===== src/rtl/detector_tono_pkg.sv =====
// Shared types and defaults for the tone period detector.
// Holds the FSM state encoding and the default counter width.
package detector_tono_pkg;

    localparam int unsigned CNT_W_DEF = 28;

    typedef enum logic [1:0] {
        SILENT  = 2'd0,
        ARMED   = 2'd1,
        MEASURE = 2'd2
    } tono_state_t;

endpackage


===== src/rtl/detector_tono_sincronizador.sv =====
// Brings tone_in into the clock_in domain and flags its rising edges.
// The sync output lags tone_in by two flops; rise is sync & ~hist.
module sincronizador (
    input  logic clock_in,
    input  logic reset,
    input  logic tone_in,
    output logic sync,
    output logic rise
);

    logic       meta;
    logic       hist;
    logic [1:0] fill;

    always_ff @(posedge clock_in) begin
        if (reset) begin
            meta <= 1'b0;
            sync <= 1'b0;
            hist <= 1'b0;
            fill <= 2'd0;
        end else begin
            meta <= tone_in;
            sync <= meta;
            hist <= sync;
            if (fill != 2'd3) begin
                fill <= fill + 2'd1;
            end
        end
    end

    // The pipeline holds reset zeros for three edges after release.
    // Without this qualifier, a level that is already high would look like a rise.
    assign rise = sync & ~hist & (fill == 2'd3);

endmodule


===== src/rtl/detector_tono.sv =====
// Measures the period and high time of a square wave on tone_in, in clock_in cycles.
// It reports silence when no rise is seen within TIMEOUT cycles.
//
// state   | meaning
// SILENT  | no tone; counters held at 0; waiting for a first rise
// ARMED   | one rise seen; waiting for a full period before reporting
// MEASURE | tone present; each accepted rise reports a period
module detector_tono
    import detector_tono_pkg::*;
#(
    parameter int unsigned      CNT_W      = CNT_W_DEF,
    parameter logic [CNT_W-1:0] TIMEOUT    = CNT_W'(50_000_000),
    parameter logic [CNT_W-1:0] MIN_PERIOD = CNT_W'(4)
) (
    input  logic             clock_in,
    input  logic             reset,
    input  logic             tone_in,
    output logic [CNT_W-1:0] period_out,
    output logic [CNT_W-1:0] high_out,
    output logic             period_valid,
    output logic             silence
);

    localparam logic [CNT_W-1:0] LAST_CNT = TIMEOUT - CNT_W'(1);

    tono_state_t      state;
    tono_state_t      state_nxt;
    logic [CNT_W-1:0] cnt;
    logic [CNT_W-1:0] hcnt;
    logic [CNT_W-1:0] cnt_inc;
    logic             sync;
    logic             rise;
    logic             accept;
    logic             timeout;
    logic             restart;
    logic             pulse;

    sincronizador u_sincronizador (
        .clock_in (clock_in),
        .reset    (reset),
        .tone_in  (tone_in),
        .sync     (sync),
        .rise     (rise)
    );

    assign cnt_inc = cnt + CNT_W'(1);
    assign accept  = rise & (cnt_inc >= MIN_PERIOD);
    assign timeout = (cnt == LAST_CNT);

    always_comb begin
        state_nxt = state;
        restart   = 1'b0;
        pulse     = 1'b0;
        case (state)
            SILENT: begin
                if (rise) begin
                    state_nxt = ARMED;
                    restart   = 1'b1;
                end
            end
            ARMED: begin
                if (accept) begin
                    state_nxt = MEASURE;
                    restart   = 1'b1;
                    pulse     = 1'b1;
                end else if (timeout) begin
                    state_nxt = SILENT;
                end
            end
            MEASURE: begin
                if (accept) begin
                    restart = 1'b1;
                    pulse   = 1'b1;
                end else if (timeout) begin
                    state_nxt = SILENT;
                end
            end
            default: state_nxt = SILENT;
        endcase
    end

    always_ff @(posedge clock_in) begin
        if (reset) begin
            state        <= SILENT;
            cnt          <= '0;
            hcnt         <= '0;
            period_out   <= '0;
            high_out     <= '0;
            period_valid <= 1'b0;
            silence      <= 1'b1;
        end else begin
            state        <= state_nxt;
            period_valid <= pulse;
            silence      <= (state_nxt != MEASURE);
            // The rise cycle already has sync=1, so it is the first high cycle of the new period.
            if (restart) begin
                cnt  <= '0;
                hcnt <= CNT_W'(1);
            end else if (state_nxt == SILENT) begin
                cnt  <= '0;
                hcnt <= '0;
            end else begin
                cnt  <= cnt_inc;
                hcnt <= hcnt + CNT_W'(sync);
            end
            if (pulse) begin
                period_out <= cnt_inc;
                high_out   <= hcnt;
            end
        end
    end

endmodule


===== config.mk =====
export PLATFORM = sky130hd
export DESIGN_NAME = detector_tono
export DESIGN_NICKNAME = d
export VERILOG_FILES = /design/src/rtl/detector_tono_pkg.sv /design/src/rtl/detector_tono_sincronizador.sv /design/src/rtl/detector_tono.sv
export SDC_FILE = /design/constraint.sdc
export NUM_CORES = 1
export LEC_CHECK = 0
export BUFFER_PORTS_ARGS = -buffer_cell sky130_fd_sc_hd__buf_2
export CAP_MARGIN = 20
export CORE_MARGIN = 2
export CORE_UTILIZATION = 30
export CTS_CLUSTER_DIAMETER = 100
export DETAILED_ROUTE_END_ITERATION = 7
export SETUP_SLACK_MARGIN = 0.2
export SYNTH_ARGS = -nofsm -noshare
export SYNTH_HDL_FRONTEND = slang
export SYNTH_SLANG_ARGS = --single-unit

===== constraint.sdc =====
create_clock -name clock_in -period 3.91 [get_ports clock_in]
set_clock_uncertainty 0.05 [all_clocks]
set_input_delay 0.391 -clock clock_in [delete_from_list [all_inputs] [get_ports clock_in]]
set_output_delay 0.391 -clock clock_in [all_outputs]
set_load 0.1 [all_outputs]

# --- After elaboration in Yosys (flattened, before gate mapping) ---
# Cells that the tools add are included.
op_classes:
  n_addsub: 3
  n_lt_le_gt_ge: 1
  eq_ne: 6
  mux: 11
  bitwise: 4
  reduce_logical: 4
op_table:
  columns: ["op", "n"]
  rows:
  - ["$add 28x1->28", 1]
  - ["$add 28x1->28 const B", 1]
  - ["$eq 28x26->1 const B", 1]
  - ["$ge 28x3->1 const B", 1]
  - ["$mux 2", 4]
  - ["$pmux 2 s3", 1]
  - ["$mux 1", 5]
  - ["$eq 2x2->1 const B", 2]
  - ["$logic_not 2->1", 2]
  - ["$ne 2x2->1 const B", 2]
  - ["$and 1x1->1", 3]
  - ["$reduce_or 3->1", 1]
  - ["$add 2x1->2 const B", 1]
  - ["$eq 2x1->1 const B", 1]
  - ["$pmux 1 s2", 1]
  - ["$reduce_or 2->1", 1]
  - ["$not 1->1", 1]
word_totals:
  register_bits: 121
  input_bits: 3
  out_inout_bits: 58

# --- Depth between registers and ports, before layout ---
logic_depth:
  word_depth: 9
  ltp_mapped: 11
  depth_no_buf: 9

# --- By module ---
# From an unflattened synthesis, not the netlist that was laid out.
hier_totals:
  cells_unflattened: 589
  area_unflattened_um2: 5350.1
modules_own_cells:
  columns: ["module", "instances", "cells_per_inst", "area_per_inst_um2", "seq_area_each_um2"]
  rows:
  - ["detector_tono", 1, 574, 5185.0, 2322.2]
  - ["sincronizador", 1, 15, 165.2, 100.1]

# --- Worst setup path after synthesis ---
# Ideal clock, no wire load.
synth_timing:
  kind: "reg-to-reg"
  from: "register cnt[0]"
  to: "register cnt[0]"
  arrival_time_ns: 2.766
  slack_ns: 0.966
  path_stages_with_launch: 11
  period_less_slack_ns: 2.944
  path_cell_list: "dfxtp_1 ha_1 nand4_2 or4_4 o21ai_1 o211ai_1 nor4_4 a21oi_2 o211ai_4 buf_6 a21oi_1"
synth_between:
  elab_chain_len: 7
  word_cells_on_any_way: 12
  cone_classes: "add/sub (1); order compare (1); eq/ne (1); mux (6); bitwise (1); reduce/logical (2)"
synth_lines:
  columns: ["element", "line_no", "rtl"]
  rows:
  - ["from (decl)", "detector_tono.sv:28", "logic [CNT_W-1:0] cnt;"]
  - ["from (signal assigned)", "detector_tono.sv:103", "cnt <= cnt_inc;"]
  - ["$add 28x1->28", "detector_tono.sv:46", "assign cnt_inc = cnt + CNT_W'(1);"]
  - ["$ge 28x3->1", "detector_tono.sv:47", "assign accept = rise & (cnt_inc >= MIN_PERIOD);"]
  - ["$and 1x1->1", "detector_tono.sv:47", null]
  - ["$mux 2, on equally long branches", "detector_tono.sv:71, detector_tono.sv:62", null]
  - ["$pmux 2 s3", "detector_tono.sv:54", "case (state)"]
  - ["$logic_not 2->1", "detector_tono.sv:99", "end else if (state_nxt == SILENT) begin"]
  - ["$reduce_or 3->1 (no line)", null, null]
# Several ways; a longest one is shown, not always the timed one.
# A chain may end at the register's enable or synchronous reset.

# --- Worst setup path after layout ---
layout_timing:
  from: "register cnt[0]"
  to: "register cnt[1]"
# The elaborated chain is that of the path after synthesis.

==> results.md <==
- Max Cap Viol: 0
- Die H: 139.1 um
- CTS clk-pin slew, worst paths: 0.06 ns
- Synth top area share: 0.4421
- Metal-1 WL: 6163 um
- Mapped Area: between 0.005 and 0.006 sq mm
- Combinational Power Share: 0.012
- WP data arrival: between 3 and 4 ns
- Metal3 WL: about 560 um
- Slew margin rel.: 0.5543
- Ant diodes: 0
- RSZ-0062 raised after global routing: true
- Crit path launch type: register
- Port Buf Inserts: 60
- Drt total wl: 12430 um
- Global-route wire length before repair: 21380 um
- CTS sink count: 121
- Final min period: 3.404 ns
- Max FO, Critical Path: 34
- Clk_lat worst skew: 0.41 ns
- Drt pass-1 iters: 5
- # rows: slightly below 50
- Post-synthesis cell type count: 53
- DR iter-0 viols: 261
- Clk buf depth: 2
- Max layer used: met4
- Async set-reset flop share out of synthesis: 0
- Hold-fix buffers, CTS: 0
- Min Hold Slack: 0.1494 ns
- DR vias: 4340
- Post-Syn Area per Cell: 9.162 sq um
- Critical-path cell list: ha_1 > nand4_2 > nor4_2 > and4b_1 > o22ai_1 > nor4_4 > a21oi_2 > nand2_2 > buf_4 > a21boi_0
- Crit path kind: register to register
- Flops & latches, synth: 121
- VDD IR max: 0.0002858 V
- Share of cells above drive strength 1: 0.1785
- Placer Congestion: 0.8673
- # setup viols final: 0
- Predominant post-synthesis flop cell: dfxtp_1
- Final Max Tran Viols: 0
- DP Wirelength: 8419 um
- Switch Pwr: 0.6111 mW
- Req. time, crit path: ~4.1 ns
- Total gr overflow: 0
- Clock share of power: 0.547
- Avg Vias per Cell: 4.876
- Die Area: 0.01936 sq mm
- Core ar.: 0.01796 sq mm
- Power Dens Cells: 432.1 mW/mm^2
- H-tree levels: 4
- Crit-path max cell delay: ~0.55 ns
- Clock buffer count from CTS: 17
- Post-synth EDFFs: 0
- Sequential share of power: 0.441
- CTS-repair resized insts: 0
- Power, Total: between 2 and 3 mW
- Cell Int Power: 2.209 mW
- Max Fclk: 0.2937 GHz
- Sw Share: 0.2167
- Met2 Wirelength: about 5600 um
- # nets final: 660
- Critical path's slowest cell: nor4_4
- Crit end category: register
- Setup TNS: 0 ns
- Status: complete, no violations
- Slew @ Worst Pin: 0.6686 ns
- Ports: 61
- Synth area leader: dfxtp_1
- Filler cell count: 1837
- Leak Pwr: roughly 2.3 nW
- Antenna Violating Nets Remaining: 0
- Die width: approximately 140 um
- TritonCTS clock tree: yes
- Area delta synth->final: 19.14%
- Post-DR wirelength/cell: 13.96 um
- Fin. Hold Viols: 0
- Initial core utilization: 0.3050
- Post-CTS Setup Bufs: 0
- Largest net degree at the start of global routing: 64
- HP Class: input pin to register
- Initial antenna violation count: 0
- Top post-synthesis cells by area: dfxtp_1 44%, mux2i_1 5.7%, nor2_1 5.5%
- Post-route DRC: 0
- Register area share after synthesis: 0.4421
- Vias in the first global route: 4225
- Synth warn: 0
- Period utilization: 0.8707
- Root Buffer: clkbuf_16
- Post-Synthesis Cells: 598
- Syn_nets: 610
- Total GRT Usage: 0.1331
==> final cells by class <==
cell class / count / area (sq um) / share of cell area
well taps: 229 / 286.5 / 0.04389
multi-input cells: 434 / 2836 / 0.4345
repair buffers: 68 / 372.9 / 0.05712
flip-flops and latches: 121 / 2422 / 0.3711
clock inverters: 13 / 143.9 / 0.02204
inverters: 6 / 22.52 / 0.003450
clock buffers: 19 / 442.9 / 0.06786
==> cell usage after synthesis, drive strengths merged (2+ instances only) <==
| master | count |
|---|---|
| nor4b | 3 |
| ha | 9 |
| buf | 21 |
| a211oi | 27 |
| nor3 | 12 |
| and2 | 11 |
| a311oi | 3 |
| mux2i | 31 |
| a21boi | 3 |
| nand2 | 35 |
| or2 | 2 |
| or4 | 6 |
| or3 | 3 |
| o21ai | 10 |
| o31ai | 2 |
| and4b | 2 |
| a31oi | 2 |
| dfxtp | 121 |
| inv | 6 |
| xor2 | 24 |
| a21oi | 60 |
| o22ai | 2 |
| nor2 | 81 |
| and4 | 7 |
| nand4 | 18 |
| nand3 | 16 |
| nor4 | 5 |
| and3 | 10 |
| xnor2 | 30 |
| o211ai | 6 |
| clkbuf | 16 |
| nor2b | 6 |
==> power groups by stage <==
stage | combinational, mW | sequential, mW | clock (mW)
6_report | 0.0350 | 1.24 | 1.54
5_1_grt | 0.0404 | 1.24 | 1.63
4_1_cts | 0.0362 | 1.24 | 1.57
3_5_place_dp | 0.0360 | 1.27 | 0
3_3_place_gp | 0.0350 | 1.27 | 0
2_1_floorplan | 0.0285 | 1.27 | 0
==> kinds of logic (layout without fill, tap and decap cells) <==
logic type / count (synthesis) / in the layout / synth area share
simple gates: 220 / 220 / 0.2128
mux: 31 / 31 / 0.05663
compound gates: 120 / 120 / 0.1377
xor+xnor: 54 / 54 / 0.08769
fa+ha+maj: 9 / 9 / 0.02055
flops: 121 / 121 / 0.4421
buf+inv: 43 / 106 / 0.04247
==> path summary, 6_finish.rpt <==
path / from / to / slack, ns / depth (start not counted)
setup / recovery: cnt[0] / cnt[1] / 0.51 / 10
hold / removal: tone_in / u_sincronizador.meta / 0.15 / 2
setup reg to reg: cnt[0] / cnt[1] / 0.51 / 10
hold reg to reg: u_sincronizador.meta / u_sincronizador.sync / 0.39 / 1
==> sequential cells by signal (all words and copies together), names as in the netlist, 2 cells and up <==
signal and flops:
hcnt 28, cnt 28, u_sincronizador.fill 2, state 2, period_out 28, high_out 28
==> placed cells by master, fill, tap and decap left out, types with 16 or more instances in the layout <==
master | synthesis | layout
dfxtp_1 | 121 | 121
clkbuf_16 | 0 | 17
a211oi_1 | 27 | 27
mux2i_1 | 31 | 31
nor2_1 | 81 | 81
buf_2 | 9 | 60
xor2_1 | 24 | 24
nand3_1 | 16 | 16
a21oi_1 | 58 | 57
nand2_1 | 34 | 34
xnor2_1 | 29 | 29
==> metrics by stage <==
| step | setup WS [ns] | instance area [sq um] | utilization | std cells |
|---|---|---|---|---|
| floorplan | 0.9659 | 5479 | - | 598 |
| detailed placement | 0.5171 | 5939 | 0.3306 | 858 |
| CTS | 0.5001 | 6526 | 0.3633 | 890 |
| global placement | 0.5507 | 5939 | 0.3306 | 858 |
| finish | 0.5056 | 6528 | 0.3634 | 890 |
| global route | 0.1919 | 6528 | 0.3634 | 890 |
==> critical path, delay by kind of cell (launching register included) <==
family	cells	cell delay [ns]
and+or+nand+nor	5	1.68
AOI/OAI and AO/OA	3	0.45
DFF	1	0.42
buffers and inverters	1	0.35
adders and majority gates	1	0.31
==> metal layers <==
metal / track usage / vias up
li1: - / 2229
met4: 0.03721 / 0
met2: 0.2012 / 96
met3: 0.03488 / 9
met5: 0 / -
met1: 0.1876 / 2006
No activity file was read; power rests on OpenSTA's default activity.
